`config.mk`:
```
export PLATFORM = sky130hd
export DESIGN_NAME = mult_div_unit
export DESIGN_NICKNAME = d
export VERILOG_FILES = /design/src/rtl/mult_div_pkg.sv /design/src/rtl/mult_div_step.sv /design/src/rtl/mult_div_unit.sv
export SDC_FILE = /design/constraint.sdc
export NUM_CORES = 1
export LEC_CHECK = 0
export ABC_CLOCK_PERIOD_IN_PS = 17680
export CORE_UTILIZATION = 55
export CTS_CLUSTER_DIAMETER = 50
export CTS_CLUSTER_SIZE = 16
export DETAILED_ROUTE_END_ITERATION = 8
export GPL_ROUTABILITY_DRIVEN = 0
export MAX_ROUTING_LAYER = met4
export PLACE_DENSITY_LB_ADDON = 0.3
export SYNTH_ARGS = -nofsm -noshare
export SYNTH_HDL_FRONTEND = slang
export SYNTH_HIERARCHICAL = 1
export SYNTH_SLANG_ARGS = --single-unit
```
`constraint.sdc`:
```
create_clock -name clk -period 17.68 [get_ports clk]
set_input_delay 3.536 -clock clk [delete_from_list [all_inputs] [get_ports clk]]
set_output_delay 3.536 -clock clk [all_outputs]
set_load 0.01 [all_outputs]
```
`src/rtl/mult_div_pkg.sv`:
```
// Shared definitions for the iterative multiply/divide unit: operation
// encodings, FSM states and the iteration-counter width helper.
package mult_div_pkg;

    localparam int unsigned MD_DATA_WIDTH = 32;

    // Counter width for a given operand width (counts 0 .. width-1).
    function automatic int unsigned md_cnt_width(input int unsigned width);
        return $clog2(width);
    endfunction

    localparam int unsigned MD_CNT_WIDTH = md_cnt_width(MD_DATA_WIDTH);

    typedef enum logic [1:0] {
        OP_MULTU = 2'b00,
        OP_MULT  = 2'b01,
        OP_DIVU  = 2'b10,
        OP_DIV   = 2'b11
    } md_op_e;

    typedef enum logic [1:0] {
        IDLE,
        PREP,
        CALC,
        FIX
    } md_state_e;

    function automatic logic op_is_div(input md_op_e op);
        return (op == OP_DIVU) || (op == OP_DIV);
    endfunction

    function automatic logic op_is_signed(input md_op_e op);
        return (op == OP_MULT) || (op == OP_DIV);
    endfunction

endpackage

```
`src/rtl/mult_div_step.sv`:
```
// One iteration of the multiply/divide datapath.
// Multiply: shift-add, {acc_hi, acc_lo} holds {partial product, multiplier}.
// Divide: restoring shift-subtract, {acc_hi, acc_lo} holds {remainder, dividend/quotient}.
module mult_div_step #(
    parameter int unsigned DATA_WIDTH = 32
) (
    input  logic                  is_div,
    input  logic [DATA_WIDTH-1:0] acc_hi,
    input  logic [DATA_WIDTH-1:0] acc_lo,
    input  logic [DATA_WIDTH-1:0] opnd,
    output logic [DATA_WIDTH-1:0] next_hi,
    output logic [DATA_WIDTH-1:0] next_lo
);

    logic [DATA_WIDTH:0]   sum;
    logic [DATA_WIDTH:0]   shifted;
    logic [DATA_WIDTH-1:0] rem_sub;
    logic                  fits;

    // Single-iteration combinational step, selected by operation class.
    always_comb begin
        sum     = {1'b0, acc_hi} + (acc_lo[0] ? {1'b0, opnd} : '0);
        shifted = {acc_hi, acc_lo[DATA_WIDTH-1]};
        fits    = (shifted >= {1'b0, opnd});
        // When the divisor fits, the true difference is below 2^W, so the
        // W-bit wrap-around subtraction is exact.
        rem_sub = shifted[DATA_WIDTH-1:0] - opnd;
        next_hi = '0;
        next_lo = '0;
        if (is_div) begin
            if (fits) begin
                next_hi = rem_sub;
                next_lo = {acc_lo[DATA_WIDTH-2:0], 1'b1};
            end else begin
                next_hi = shifted[DATA_WIDTH-1:0];
                next_lo = {acc_lo[DATA_WIDTH-2:0], 1'b0};
            end
        end else begin
            {next_hi, next_lo} = {sum, acc_lo[DATA_WIDTH-1:1]};
        end
    end

endmodule

```
`src/rtl/mult_div_unit.sv`:
```
// Iterative 32-bit multiply/divide unit holding the architectural HI/LO.
// Optional macro MULT_DIV_FAST_MULT_EN: single-cycle combinational multiply
// (IDLE -> FIX); division always iterates.
module mult_div_unit
    import mult_div_pkg::*;
#(
    parameter int unsigned DATA_WIDTH = MD_DATA_WIDTH
) (
    input  logic                  clk,
    input  logic                  reset,
    input  logic                  start_i,
    input  logic [1:0]            op_i,
    input  logic [DATA_WIDTH-1:0] a_i,
    input  logic [DATA_WIDTH-1:0] b_i,
    input  logic                  hi_we_i,
    input  logic                  lo_we_i,
    input  logic [DATA_WIDTH-1:0] wdata_i,
    input  logic                  flush_i,
    output logic                  busy_o,
    output logic                  done_o,
    output logic [DATA_WIDTH-1:0] hi_o,
    output logic [DATA_WIDTH-1:0] lo_o
);

    localparam int unsigned CNT_WIDTH = md_cnt_width(DATA_WIDTH);
    localparam logic [CNT_WIDTH-1:0] CNT_LAST = CNT_WIDTH'(DATA_WIDTH - 1);

    md_state_e             state_q, state_d;
    md_op_e                op_q;
    logic [DATA_WIDTH-1:0] opnd_q, acc_hi_q, acc_lo_q;
    logic [DATA_WIDTH-1:0] hi_q, lo_q;
    logic [CNT_WIDTH-1:0]  cnt_q;
    logic                  neg_lo_q, neg_hi_q, dbz_q;
    logic                  busy_q, done_q;

    logic                  accept;
    logic                  sign_a, sign_b;
    logic [DATA_WIDTH-1:0] abs_a, abs_b;
    logic [DATA_WIDTH-1:0] step_hi, step_lo;
    logic [2*DATA_WIDTH-1:0] prod;
    logic [DATA_WIDTH-1:0] res_hi, res_lo;

    assign accept = (state_q == IDLE) && start_i && !flush_i;

`ifdef MULT_DIV_FAST_MULT_EN
    logic [2*DATA_WIDTH-1:0] ext_a, ext_b, fast_prod;

    // Full-width product straight from the operand ports; the low 2W bits of
    // the extended operands' product are the correct signed/unsigned result.
    always_comb begin
        if (op_i[0]) begin
            ext_a = {{DATA_WIDTH{a_i[DATA_WIDTH-1]}}, a_i};
            ext_b = {{DATA_WIDTH{b_i[DATA_WIDTH-1]}}, b_i};
        end else begin
            ext_a = {{DATA_WIDTH{1'b0}}, a_i};
            ext_b = {{DATA_WIDTH{1'b0}}, b_i};
        end
        fast_prod = ext_a * ext_b;
    end
`endif

    mult_div_step #(
        .DATA_WIDTH(DATA_WIDTH)
    ) u_step (
        .is_div (op_is_div(op_q)),
        .acc_hi (acc_hi_q),
        .acc_lo (acc_lo_q),
        .opnd   (opnd_q),
        .next_hi(step_hi),
        .next_lo(step_lo)
    );

    // State register.
    always_ff @(posedge clk or posedge reset) begin
        if (reset) state_q <= IDLE;
        else       state_q <= state_d;
    end

    // Next-state logic; flush returns any state to IDLE.
    always_comb begin
        state_d = state_q;
        case (state_q)
            IDLE: begin
                if (accept) begin
`ifdef MULT_DIV_FAST_MULT_EN
                    state_d = op_is_div(md_op_e'(op_i)) ? PREP : FIX;
`else
                    state_d = PREP;
`endif
                end
            end
            PREP:    state_d = CALC;
            CALC:    if (cnt_q == CNT_LAST) state_d = FIX;
            FIX:     state_d = IDLE;
            default: state_d = IDLE;
        endcase
        if (flush_i) state_d = IDLE;
    end

    // Operand magnitudes and signs, meaningful while in PREP.
    always_comb begin
        sign_a = op_is_signed(op_q) & opnd_q[DATA_WIDTH-1];
        sign_b = op_is_signed(op_q) & acc_lo_q[DATA_WIDTH-1];
        abs_a  = sign_a ? -opnd_q   : opnd_q;
        abs_b  = sign_b ? -acc_lo_q : acc_lo_q;
    end

    // Operand capture, sign setup and iteration datapath.
    // Capture always parks a in opnd_q and b in acc_lo_q; PREP then swaps them
    // for divide so opnd_q is the divisor and acc_lo_q the dividend.
    always_ff @(posedge clk or posedge reset) begin
        if (reset) begin
            op_q     <= OP_MULTU;
            opnd_q   <= '0;
            acc_hi_q <= '0;
            acc_lo_q <= '0;
            cnt_q    <= '0;
            neg_lo_q <= 1'b0;
            neg_hi_q <= 1'b0;
            dbz_q    <= 1'b0;
        end else begin
            case (state_q)
                IDLE: begin
                    if (accept) begin
                        op_q <= md_op_e'(op_i);
`ifdef MULT_DIV_FAST_MULT_EN
                        if (!op_is_div(md_op_e'(op_i))) begin
                            acc_hi_q <= fast_prod[2*DATA_WIDTH-1:DATA_WIDTH];
                            acc_lo_q <= fast_prod[DATA_WIDTH-1:0];
                            neg_lo_q <= 1'b0;
                            neg_hi_q <= 1'b0;
                            dbz_q    <= 1'b0;
                        end else
`endif
                        begin
                            opnd_q   <= a_i;
                            acc_lo_q <= b_i;
                        end
                    end
                end
                PREP: begin
                    acc_hi_q <= '0;
                    cnt_q    <= '0;
                    neg_lo_q <= sign_a ^ sign_b;
                    if (op_is_div(op_q)) begin
                        opnd_q   <= abs_b;
                        acc_lo_q <= abs_a;
                        neg_hi_q <= sign_a;
                        dbz_q    <= (acc_lo_q == '0);
                    end else begin
                        opnd_q   <= abs_a;
                        acc_lo_q <= abs_b;
                        neg_hi_q <= sign_a ^ sign_b;
                        dbz_q    <= 1'b0;
                    end
                end
                CALC: begin
                    acc_hi_q <= step_hi;
                    acc_lo_q <= step_lo;
                    cnt_q    <= cnt_q + 1'b1;
                end
                default: ;
            endcase
        end
    end

    // Sign-corrected results. With a zero divisor the iteration leaves the
    // dividend magnitude as remainder, so sign correction restores the
    // original a in HI; only LO needs forcing to all ones.
    always_comb begin
        prod = {acc_hi_q, acc_lo_q};
        if (neg_lo_q) prod = -prod;
        if (op_is_div(op_q)) begin
            res_hi = neg_hi_q ? -acc_hi_q : acc_hi_q;
            res_lo = dbz_q ? '1 : (neg_lo_q ? -acc_lo_q : acc_lo_q);
        end else begin
            res_hi = prod[2*DATA_WIDTH-1:DATA_WIDTH];
            res_lo = prod[DATA_WIDTH-1:0];
        end
    end

    // HI/LO: MTHI/MTLO only in IDLE, operation results in FIX.
    always_ff @(posedge clk or posedge reset) begin
        if (reset) begin
            hi_q <= '0;
            lo_q <= '0;
        end else if (state_q == IDLE) begin
            if (hi_we_i) hi_q <= wdata_i;
            if (lo_we_i) lo_q <= wdata_i;
        end else if ((state_q == FIX) && !flush_i) begin
            hi_q <= res_hi;
            lo_q <= res_lo;
        end
    end

    // Registered busy/done status.
    always_ff @(posedge clk or posedge reset) begin
        if (reset) begin
            busy_q <= 1'b0;
            done_q <= 1'b0;
        end else begin
            busy_q <= (state_d != IDLE);
            done_q <= (state_q == FIX) && !flush_i;
        end
    end

    assign busy_o = busy_q;
    assign done_o = done_q;
    assign hi_o   = hi_q;
    assign lo_o   = lo_q;

endmodule

```
# [After elaboration in Yosys (flattened, before gate mapping)]
# Cells that the tools add are included.
[word_totals] regBits=174 input_bits=104 out_inout_bits=66 wordCells=85
[classes] n_addsub=7 order_cmp=1 eq_ne=10 muxes=33 bitwise_logic=3 reduce_logical=18
[op_table] cell="$mux 32" count=21
[op_table] cell="$pmux 32 s2" count=2
[op_table] cell="$neg 32->32" count=3
[op_table] cell="$pmux 32 s3" count=1
[op_table] cell="$mux 64" count=1
[op_table] cell="$neg 64->64" count=1
[op_table] cell="$add 32x33->33" count=1
[op_table] cell="$ge 33x32->1" count=1
[op_table] cell="$logic_not 32->1" count=1
[op_table] cell="$sub 32x32->32" count=1
[op_table] cell="$pmux 5 s2" count=1
[op_table] cell="$reduce_and 2->1" count=5
[op_table] cell="$eq 2x2->1 const B" count=4
[op_table] cell="$pmux 2 s4" count=1
[op_table] cell="$reduce_bool 2->1" count=4
[op_table] cell="$mux 2" count=3
[op_table] cell="$ne 2x2->1 const B" count=3
[op_table] cell="$add 5x1->5 const B" count=1
[op_table] cell="$eq 5x5->1 const B" count=1
[op_table] cell="$eq 2x1->1 const B" count=2
[op_table] cell="$logic_and 1x1->1" count=3
[op_table] cell="$mux 1" count=3
[op_table] cell="$reduce_bool 3->1" count=1
[op_table] cell="$and 1x1->1" count=2
[op_table] cell="other kinds (4)" count=5

# [Longest topological paths before layout]
# Gate-level depths: netlist (run 1).
[logic_depth] ltp_word=7 mapped_depth=15 mapped_depth_nobuf=14

# [Cells and area by module]
# The synthesis (run 1) kept the hierarchy.
[by_module_without_submodules] module="mult_div_unit" instances=1 cells_per_inst=1373 area_per_inst_um2=11405.9 seq_area_each_um2=4354.2
[by_module_without_submodules] module="mult_div_step" instances=1 cells_per_inst=695 area_per_inst_um2=4775.8 seq_area_each_um2=0.0

# [Worst setup path before layout (run 1)]
# Ideal clock, no wire load.
[synth_timing] kind="input-to-reg" startpoint="input flush_i" endpoint="register opnd_q[28]" setup_ns=0.148 arrival_ns=5.050 t_required_ns=17.532 path_slack_ns=12.482 path_stages=9 n_path_buf=3 path_cell_list="nand2b_1 or2_2 clkbuf_1 o21ai_0 clkbuf_1 clkbuf_1 nand2_1 o311ai_0 o221ai_1"
[synth_via] elab_chain_len=4
[synth_lines] item="from (decl)" line="mult_div_unit.sv:18" rtl="input logic flush_i,"
[synth_lines] item="$logic_not 1->1" line="mult_div_unit.sv:43" rtl="assign accept = (state_q == IDLE) && start_i && !flush_i;"
[synth_lines] item="$logic_and 1x1->1" line="mult_div_unit.sv:43"
[synth_lines] item="$ne 2x2->1 (no line)"
[synth_lines] item="$reduce_and 2->1 (no line)"
[synth_lines] item="to (signal assigned)" line="mult_div_unit.sv:136" rtl="opnd_q <= a_i;"
[synth_lines] item="to (signal assigned)" line="mult_div_unit.sv:146" rtl="opnd_q <= abs_b;"
[synth_lines] item="to (signal assigned)" line="mult_div_unit.sv:151" rtl="opnd_q <= abs_a;"
[synth_lines] item="to (decl)" line="mult_div_unit.sv:30" rtl="logic [DATA_WIDTH-1:0] opnd_q, acc_hi_q, acc_lo_q;"
# Every way passes these cells.
# A chain may end at the register's enable or synchronous reset.

# [Worst setup path after layout (run 1)]
[layout_timing] startpoint="input flush_i" endpoint="register acc_lo_q[19]"
[layout_via] elab_chain_len=4
[layout_lines] item="$logic_not 1->1" line="mult_div_unit.sv:43"
[layout_lines] item="$logic_and 1x1->1" line="mult_div_unit.sv:43"
[layout_lines] item="$ne 2x2->1 (no line)"
[layout_lines] item="$reduce_and 2->1 (no line)"
[layout_lines] item="to (signal assigned)" line="mult_div_unit.sv:137" rtl="acc_lo_q <= b_i;"
[layout_lines] item="to (signal assigned)" line="mult_div_unit.sv:147" rtl="acc_lo_q <= abs_a;"
[layout_lines] item="to (signal assigned)" line="mult_div_unit.sv:152" rtl="acc_lo_q <= abs_b;"
[layout_lines] item="to (decl)" line="mult_div_unit.sv:30"
# Every way passes these cells.

==> metrics.sh, run 1 <==
OUTCOME='finished clean'
FILLERINSTANCES=2471
FINALCLOCKSKEW_PS=27.7
PATH_DELAY_FAMILY='simple AND/OR/NAND/NOR gates'
SWITCHING_SHARE=0.539
SYNTH_ENABLE_FLOP_CELLS=0
AVGVIACOUNTPERCELL=6.99
POST_CTS_SETUP_DRIVEN_BUFFER_INSERTION_COUNT=0
DRT-INITIAL-DRC-COUNT=2843
GRT_PASS1_WL_MM=92.1
DRIVE_ABOVE_1_SHARE=0.0589
CTS_BUFFERS=17
SETUP_VIOL=0
CRIT_PATH_MAX_INCR_DELAY_PS=500
GRT.OVERFLOW.TOTAL=0
ANTENNA_FOUND_INITIAL=4
CLOCKBUFFERDEPTH=2
TIMING.CRITICAL_PATH.FANOUT_MAX=24
SYNTH.YOSYS.SEQ_AREA_SHARE=0.269
FMAX_MHz=174
RSZ0062_AT_GRT='no'
GLOBAL_ROUTING_USAGE_SUMMED_ACROSS_ALL_ROUTING_LAYERS=0.404
CRIT_CHAIN='clkdlybuf4s50_1, nand2b_1, a21oi_2, buf_4, nand2_1, a21oi_1, o41ai_1, a221oi_1, nor3_1'
EFFECTIVE_UTILIZATION_AT_FLOORPLAN=0.561
FINALHOLDVIOLCOUNT=0
DIE-AREA_MM2=0.0301
FINALCRITPERIODSHARE=0.325
POWER.CLOCK.FRACTION=0.106
GRTUSAGEMET1=0.506
ANTENNA_VIOLATING_NETS_POST_ROUTE=0
MAXSLEWHEADROOM=0.310
MAX_SLEW.WORST_PIN.SLEW_PS=1030
DRT_DRC_VIOLATIONS_LEFT=0
ROOT_CELL_OF_THE_CLOCK_TREE='sky130_fd_sc_hd__clkbuf_16'
CELLPOWERDENSITY_mW_PER_MM2=211
WORST_EP_REQUIRED_TIME_PS=17980
DIE-WIDTH_UM=174
INTERNAL_POWER_mW=1.81
FIN_NETS=2307
ROUTE.FINAL.WIRE_LENGTH_MM=60.0
CTSHTREEMAXLEVEL=4
SETUP_TOTAL_NEGATIVE_SLACK_PS=0
HOLDCRITPATHCLASS='flip-flop to flip-flop'
CP.ARRIVAL_PS=6040
MET3_USAGE=0.118
WORSTPATHBUFFERINVERTERCOUNT=2
MAX-VDD-IR-DROP_mV=0.0856
SYNTH_WARNINGS=6
CTS_RESIZED=0
MULTI_INPUT_AREA_MM2=0.0110
SYNTH_ASYNC_SR_FLOP_SHARE=1.00
TOTAL_OF_BUFFERS_PLACED_ON_INPUT_AND_OUTPUT_PORTS=169
FINALCRITICALPERIOD_PS=5740
SYNTH.LIB_CELLS_USED.DISTINCT=88
CTS.SINK_COUNT=174
TRITONCTS='yes'
ROW_COUNT=62
STARTPOINT_TYPE='input pin'
REGISTER_AREA_MM2=0.00436
POSTSYNTHNETCOUNT=2249
TIMING.SETUP.CRITICAL_PATH_CLASS='input pin to flip-flop'
GRT_MAX_DEGREE=65
DETAILED_PLACE_HPWL_MM=43.5
MASTER_OF_THE_SLOWEST_INSTANCE_ON_THE_CRITICAL_PATH='sky130_fd_sc_hd__nand2_1'
CHIPHEIGHT_UM=174
ROUTED-VIA-COUNT=17700
IO_PINS=170
POSTSYNTHREGISTERBITS=174
NUMBER_OF_GLOBAL_ROUTE_VIAS_BEFORE_REPAIR=16000
TOTAL_POWER_mW=3.92
AVGSYNTHCELLAREA_UM2=7.82
CAP_VIOL_MAX_COUNT=0
STATIC-LEAKAGE-POWER_nW=7.71
CTS-HOLD-FIX-BUFFERS=0
WORST_SETUP_PATH_END_KIND='flip-flop'
AREA.GROWTH.SYNTH_TO_FINAL_PCT=14.9
DETAIL_ROUTE.WL_PER_CELL_UM=23.7
COMBPWRFRAC=0.657
FINALMAXSLEWVIOLATIONS=0
POWER.SHARE.SEQUENTIAL=0.238
GLOBAL_ROUTE.USAGE.MET2=0.578
NET-SWITCHING-POWER_mW=2.11
CLKSLEWWORSTSETUPHOLDPATHS_PS=80
CORE_REGION_AREA_MM2=0.0289
POSTSYNTHCELLCOUNT=2068
DRT_FIRST_PASS_ITERS=6
YS_DOMINANT_REG_CELL='sky130_fd_sc_hd__dfrtp_1'
WORST_SKEW_PAIR.LATE_LATENCY_PS=460
MAPPEDNETLISTAREA_MM2=0.0162
GRT-BUSIEST-LAYER='met2'
## synth_stat cells, types with 12 or more instances
master	count	share of area
sky130_fd_sc_hd__a21oi_1	196	0.061
sky130_fd_sc_hd__nand2_1	192	0.045
sky130_fd_sc_hd__dfrtp_1	174	0.27
sky130_fd_sc_hd__o21ai_0	172	0.053
sky130_fd_sc_hd__nor2_1	152	0.035
sky130_fd_sc_hd__clkbuf_1	132	0.031
sky130_fd_sc_hd__xnor2_1	85	0.046
sky130_fd_sc_hd__xor2_1	84	0.045
sky130_fd_sc_hd__ha_1	75	0.058
sky130_fd_sc_hd__inv_1	70	0.016
sky130_fd_sc_hd__nor3_1	59	0.018
sky130_fd_sc_hd__o22ai_1	46	0.018
sky130_fd_sc_hd__and2_1	45	0.017
sky130_fd_sc_hd__a21o_1	37	0.017
sky130_fd_sc_hd__a22o_1	37	0.020
sky130_fd_sc_hd__mux2_2	37	0.026
sky130_fd_sc_hd__mux2i_1	34	0.021
sky130_fd_sc_hd__nand3_1	29	0.0090
sky130_fd_sc_hd__o211ai_1	26	0.012
sky130_fd_sc_hd__o31ai_1	26	0.012
sky130_fd_sc_hd__a31oi_1	25	0.0097
sky130_fd_sc_hd__nor4_1	24	0.0093
sky130_fd_sc_hd__or3_1	24	0.0093
sky130_fd_sc_hd__a221oi_1	22	0.012
sky130_fd_sc_hd__and3_1	21	0.0081
sky130_fd_sc_hd__nand4_1	19	0.0073
sky130_fd_sc_hd__a211oi_1	18	0.0084
sky130_fd_sc_hd__o21a_1	17	0.0079
sky130_fd_sc_hd__or4_1	13	0.0060
sky130_fd_sc_hd__nor2b_1	12	0.0046
## worst register-to-register path: stages (launching register included)
cell and delay [ps]:
sky130_fd_sc_hd__dfrtp_1 560, sky130_fd_sc_hd__inv_1 250, sky130_fd_sc_hd__ha_1 210, sky130_fd_sc_hd__inv_1 60, sky130_fd_sc_hd__fa_1 420, sky130_fd_sc_hd__a211oi_1 320, sky130_fd_sc_hd__o21ai_0 260, sky130_fd_sc_hd__a211oi_1 390
sky130_fd_sc_hd__o211ai_1 200, sky130_fd_sc_hd__a21boi_0 600, sky130_fd_sc_hd__o21ai_0 250, sky130_fd_sc_hd__xor2_1 190, sky130_fd_sc_hd__mux2i_1 150, sky130_fd_sc_hd__a21oi_1 80, sky130_fd_sc_hd__a22o_1 210
## layout by cell type (no fill, tap or decap), types with 22 or more instances in the layout
| cell | synthesis | layout |
|---|---|---|
| sky130_fd_sc_hd__inv_1 | 70 | 68 |
| sky130_fd_sc_hd__a22o_1 | 37 | 37 |
| sky130_fd_sc_hd__o21ai_0 | 172 | 171 |
| sky130_fd_sc_hd__a21o_1 | 37 | 37 |
| sky130_fd_sc_hd__dfrtp_1 | 174 | 173 |
| sky130_fd_sc_hd__nand3_1 | 29 | 29 |
| sky130_fd_sc_hd__o22ai_1 | 46 | 46 |
| sky130_fd_sc_hd__nor2_1 | 152 | 151 |
| sky130_fd_sc_hd__a221oi_1 | 22 | 22 |
| sky130_fd_sc_hd__mux2i_1 | 34 | 34 |
| sky130_fd_sc_hd__a31oi_1 | 25 | 25 |
| sky130_fd_sc_hd__xnor2_1 | 85 | 85 |
| sky130_fd_sc_hd__xor2_1 | 84 | 84 |
| sky130_fd_sc_hd__o31ai_1 | 26 | 26 |
| sky130_fd_sc_hd__and2_1 | 45 | 44 |
| sky130_fd_sc_hd__nor4_1 | 24 | 24 |
| sky130_fd_sc_hd__ha_1 | 75 | 75 |
| sky130_fd_sc_hd__nor3_1 | 59 | 59 |
| sky130_fd_sc_hd__a21oi_1 | 196 | 194 |
| sky130_fd_sc_hd__nand2_1 | 192 | 192 |
| sky130_fd_sc_hd__clkdlybuf4s50_1 | 0 | 169 |
| sky130_fd_sc_hd__mux2_2 | 37 | 37 |
| sky130_fd_sc_hd__or3_1 | 24 | 24 |
| sky130_fd_sc_hd__o211ai_1 | 26 | 26 |
## cell families (layout without fill, tap and decap cells)
logic type,Yosys count,count (layout),share of synthesized area
compound gates,717,717,0.283
simple gates,637,637,0.195
buf+inv,223,294,0.0538
flops,174,174,0.269
xor+xnor,169,169,0.0915
fa+ha+maj,77,77,0.0605
mux,71,71,0.0468
other cells,0,4,0
## area by class of cell
class,count,share of cell area
sequential,174,0.234
multi-input combinational,1671,0.591
tap,384,0.0258
clock inverter,15,0.0112
antenna,4,0.000538
clock buffer,17,0.0229
inverter,72,0.0148
timing repair buffer,190,0.0995
## through the flow
step           cells  hold WS [ps]  instance area, um2  setup WS, ps   util
2_1_floorplan   2068           444               16200          9430      -
3_3_place_gp    2491           462               17900         11730  0.622
3_5_place_dp    2491           475               17900         11620  0.622
4_1_cts         2523           494               18600         12070  0.644
5_1_grt         2527           527               18600         11850  0.644
6_report        2527           485               18600         11940  0.644
## power groups by stage
| stage | logic (mW) | registers, mW | clock network, mW |
|---|---|---|---|
| 2_1_floorplan | 1.83 | 0.763 | 0 |
| 3_3_place_gp | 2.40 | 0.909 | 0 |
| 3_5_place_dp | 2.45 | 0.916 | 0 |
| 4_1_cts | 2.48 | 0.908 | 0.410 |
| 5_1_grt | 2.76 | 0.947 | 0.426 |
| 6_report | 2.57 | 0.930 | 0.414 |
## registers in the layout, indices dropped and copies added (netlist names)
| name | flops |
|---|---|
| busy_o | 1 |
| cnt_q | 5 |
| hi_o | 32 |
| acc_lo_q | 32 |
| opnd_q | 32 |
| neg_hi_q | 1 |
| acc_hi_q | 32 |
| lo_o | 32 |
| neg_lo_q | 1 |
| state_q | 2 |
| dbz_q | 1 |
| done_o | 1 |
| op_q | 2 |
## per-layer routing
metal | routed length, um | share of wire | up-vias
li1 | - | - | 7730
met1 | 22800 | 0.38 | 8259
met2 | 25300 | 0.42 | 1395
met3 | 7860 | 0.13 | 290
met4 | 4060 | 0.068 | 0
met5 | 0 | 0 | -
## final timing paths
check | from | endpoint | slack [ps] | depth (start not counted)
setup / recovery | flush_i | acc_lo_q[19] | 11940 | 9
hold / removal | lo_o[6] | lo_o[6] | 490 | 2
setup reg to reg | acc_lo_q[31] | acc_hi_q[22] | 13440 | 14
hold reg to reg | lo_o[6] | lo_o[6] | 490 | 2
max in group asynchronous | reset | acc_hi_q[4] | 12880 | 3
min in group asynchronous | reset | lo_o[20] | 3480 | 2
Note: power is estimated with default switching activity, not from simulation.
==> run 2: changes to the inputs <==
- ABC_CLOCK_PERIOD_IN_PS: 17680 -> 5900
- clock period: 17.68 -> 5.9 ns (I/O delays scaled with it)
==> run 2 against run 1 <==
Net effect:
- sequential cell count unchanged
- wire length up 0.41%
- cell count about the same
- worst setup slack lost 10000 ps
- critical path depth increased by 3
- design area about the same
- count of clock-buffer cells in the layout is the same
- clock skew fell by 5.7 ps
- clock power rose to 3.0 times the previous value
- sequential share of layout area barely moved
- critical path type is now flip-flop to flip-flop
- critical endpoint is now acc_hi_q[16]
- largest power group unchanged
- highest routed layer unchanged
==> metrics.sh, run 2 (synthesis results as in run 1) <==
FINALCRITPERIODSHARE=0.685
CLKSLEWWORSTSETUPHOLDPATHS_PS=80  # about the same
FINALCRITICALPERIOD_PS=4040
FIN_NETS=2308  # was 2,307
FMAX_MHz=247
MAX_SLEW.WORST_PIN.SLEW_PS=1090  # was 1030 ps
ROUTED-VIA-COUNT=17800  # was 17,700
CTS_BUFFERS=17  # unchanged
GRT_MAX_DEGREE=109  # was 65
DIE-WIDTH_UM=174  # unchanged
LAYOUT_COMMONEST_CELL='sky130_fd_sc_hd__a21oi_1'  # unchanged
WORST_SKEW_PAIR.LATE_LATENCY_PS=450  # was 460 ps
FINALCOREUTILIZATION=0.644  # about the same
CTS_RESIZED=0  # unchanged
CELLPOWERDENSITY_mW_PER_MM2=634  # was 211 mW/mm2
FILLERINSTANCES=2507  # was 2,471
PLACED_CELLS_INCL_TAPS=2492  # was 2,491
ANTENNA_VIOLATING_NETS_POST_ROUTE=0  # unchanged
HOLDCRITPATHCLASS='flip-flop to flip-flop'  # unchanged
CAP_VIOL_MAX_COUNT=0  # unchanged
DRT-INITIAL-DRC-COUNT=2991  # was 2,843
FIN_CELLS=2525  # was 2,527
DRT_DRC_VIOLATIONS_LEFT=0  # unchanged
MAX-VDD-IR-DROP_mV=0.292  # was 0.0856 mV
TIMING.SETUP.CRITICAL_PATH_CLASS='flip-flop to flip-flop'  # was input pin to flip-flop
ROW_COUNT=62  # unchanged
DRT_FIRST_PASS_ITERS=8  # was 6
CLOCKBUFFERDEPTH=2  # unchanged
PLACED_CELL_AREA_MM2=0.0180  # was 0.0179 mm2
FINALHOLDVIOLCOUNT=0  # unchanged
DRIVE_ABOVE_1_SHARE=0.0589  # about the same
PRE_CTS_WS_PS=1960  # was 11,620 ps
OUTCOME='finished clean'  # unchanged
ROUTE.FINAL.WIRE_LENGTH_MM=60.3  # was 60.0 mm
RSZ0062_AT_GRT='no'  # unchanged
POST_CTS_SETUP_DRIVEN_BUFFER_INSERTION_COUNT=0  # unchanged
GRT.OVERFLOW.TOTAL=0  # unchanged
GRT_PASS1_WL_MM=92.7  # was 92.1 mm
SETUP_TOTAL_NEGATIVE_SLACK_PS=0  # unchanged
CORE_REGION_AREA_MM2=0.0289  # unchanged
AREA.GROWTH.SYNTH_TO_FINAL_PCT=14.8  # was 14.9%
TOTAL_POWER_mW=11.8  # was 3.92 mW
WORST_SLACK_PS=1860  # was 11,940 ps
DETAILED_PLACE_HPWL_MM=44.0  # was 43.5 mm
IO_PINS=170  # unchanged
WORST_SETUP_PATH_END_KIND='flip-flop'  # unchanged
DETAIL_ROUTE.WL_PER_CELL_UM=23.9  # was 23.7 um
TRITONCTS='yes'  # unchanged
AVGVIACOUNTPERCELL=7.06  # was 6.99
STATIC-LEAKAGE-POWER_nW=7.71  # about the same
CP.ARRIVAL_PS=4370  # was 6040 ps
WORST_EP_REQUIRED_TIME_PS=6230  # was 17,980 ps
FINALCLOCKSKEW_PS=22.0  # was 27.7 ps
CTSHTREEMAXLEVEL=4  # unchanged
SETUP_VIOL=0  # unchanged
TOTAL_OF_BUFFERS_PLACED_ON_INPUT_AND_OUTPUT_PORTS=169  # unchanged
CTS-HOLD-FIX-BUFFERS=0  # unchanged
CTS.SINK_COUNT=174  # unchanged
GLOBAL_ROUTING_USAGE_SUMMED_ACROSS_ALL_ROUTING_LAYERS=0.406  # was 0.404
LAYOUT_COMMON_CELLS='194 x sky130_fd_sc_hd__a21oi_1, 192 x sky130_fd_sc_hd__nand2_1, 173 x sky130_fd_sc_hd__dfrtp_1'  # unchanged
MAXSLEWHEADROOM=0.272  # was 0.310
FIN_WORST_HOLD_SLACK_PS=482  # was 485 ps
POSTLAYOUTCELLAREA_MM2=0.0186  # about the same
STARTPOINT_TYPE='flip-flop'  # was input pin
DIE-AREA_MM2=0.0301  # unchanged
ANTENNA_FOUND_INITIAL=1  # was 4
FINALMAXSLEWVIOLATIONS=0  # unchanged
EFFECTIVE_UTILIZATION_AT_FLOORPLAN=0.561  # unchanged
NUMBER_OF_GLOBAL_ROUTE_VIAS_BEFORE_REPAIR=16100  # was 16,000
TIMING.CRITICAL_PATH.FANOUT_MAX=27  # was 24
ROOT_CELL_OF_THE_CLOCK_TREE='sky130_fd_sc_hd__clkbuf_16'  # unchanged
CHIPHEIGHT_UM=174  # unchanged
==> run 2: worst paths after layout <==
check | start | endpoint | slack, ps | cells past startpoint
worst max register to register | acc_hi_q[8] | acc_hi_q[16] | 1860 | 12
worst max-delay path | acc_hi_q[8] | acc_hi_q[16] | 1860 | 12
min in group asynchronous | reset | lo_o[10] | 1340 | 2
worst min register to register | lo_o[22] | lo_o[22] | 480 | 2
worst min-delay path | lo_o[22] | lo_o[22] | 480 | 2
max in group asynchronous | reset | acc_hi_q[20] | 3590 | 3
==> run 2: power by group <==
group / internal [mW] / switching, mW
sequential: 1.71 / 1.05
clock: 0.615 / 0.612
combinational: 3.09 / 4.71
==> run 2: final cells by class <==
type | instances | area, um2 | area share
flip-flops and latches | 174 | 4360 | 0.234
clock buffers | 17 | 425 | 0.0229
clock inverters | 15 | 190 | 0.0102
inverters | 72 | 275 | 0.0148
multi-input cells | 1671 | 11000 | 0.591
repair buffers | 191 | 1870 | 0.101
diodes | 1 | 2.50 | 0.000135
well taps | 384 | 480 | 0.0259
==> run 2: metal layers <==
metal  vias to the layer above  routed length, um  global-route usage
met2                      1443              25300               0.584
met1                      8353              22600               0.529
met5                         -                  0                   -
li1                       7730                  -                   -
met3                       308               8370              0.0963
met4                         0               3990               0.209
==> run 2: worst max-delay path: stages (launching register included) <==
cell and delay, ps:
sky130_fd_sc_hd__dfrtp_1 570, sky130_fd_sc_hd__ha_1 490, sky130_fd_sc_hd__nand3_1 200, sky130_fd_sc_hd__nand4b_1 140, sky130_fd_sc_hd__a21oi_1 120, sky130_fd_sc_hd__or4_1 440
sky130_fd_sc_hd__o21a_1 230, sky130_fd_sc_hd__o21ai_4 490, sky130_fd_sc_hd__buf_4 450, sky130_fd_sc_hd__mux2_2 380, sky130_fd_sc_hd__nand2_1 60, sky130_fd_sc_hd__o21ai_0 90
sky130_fd_sc_hd__a22o_1 220
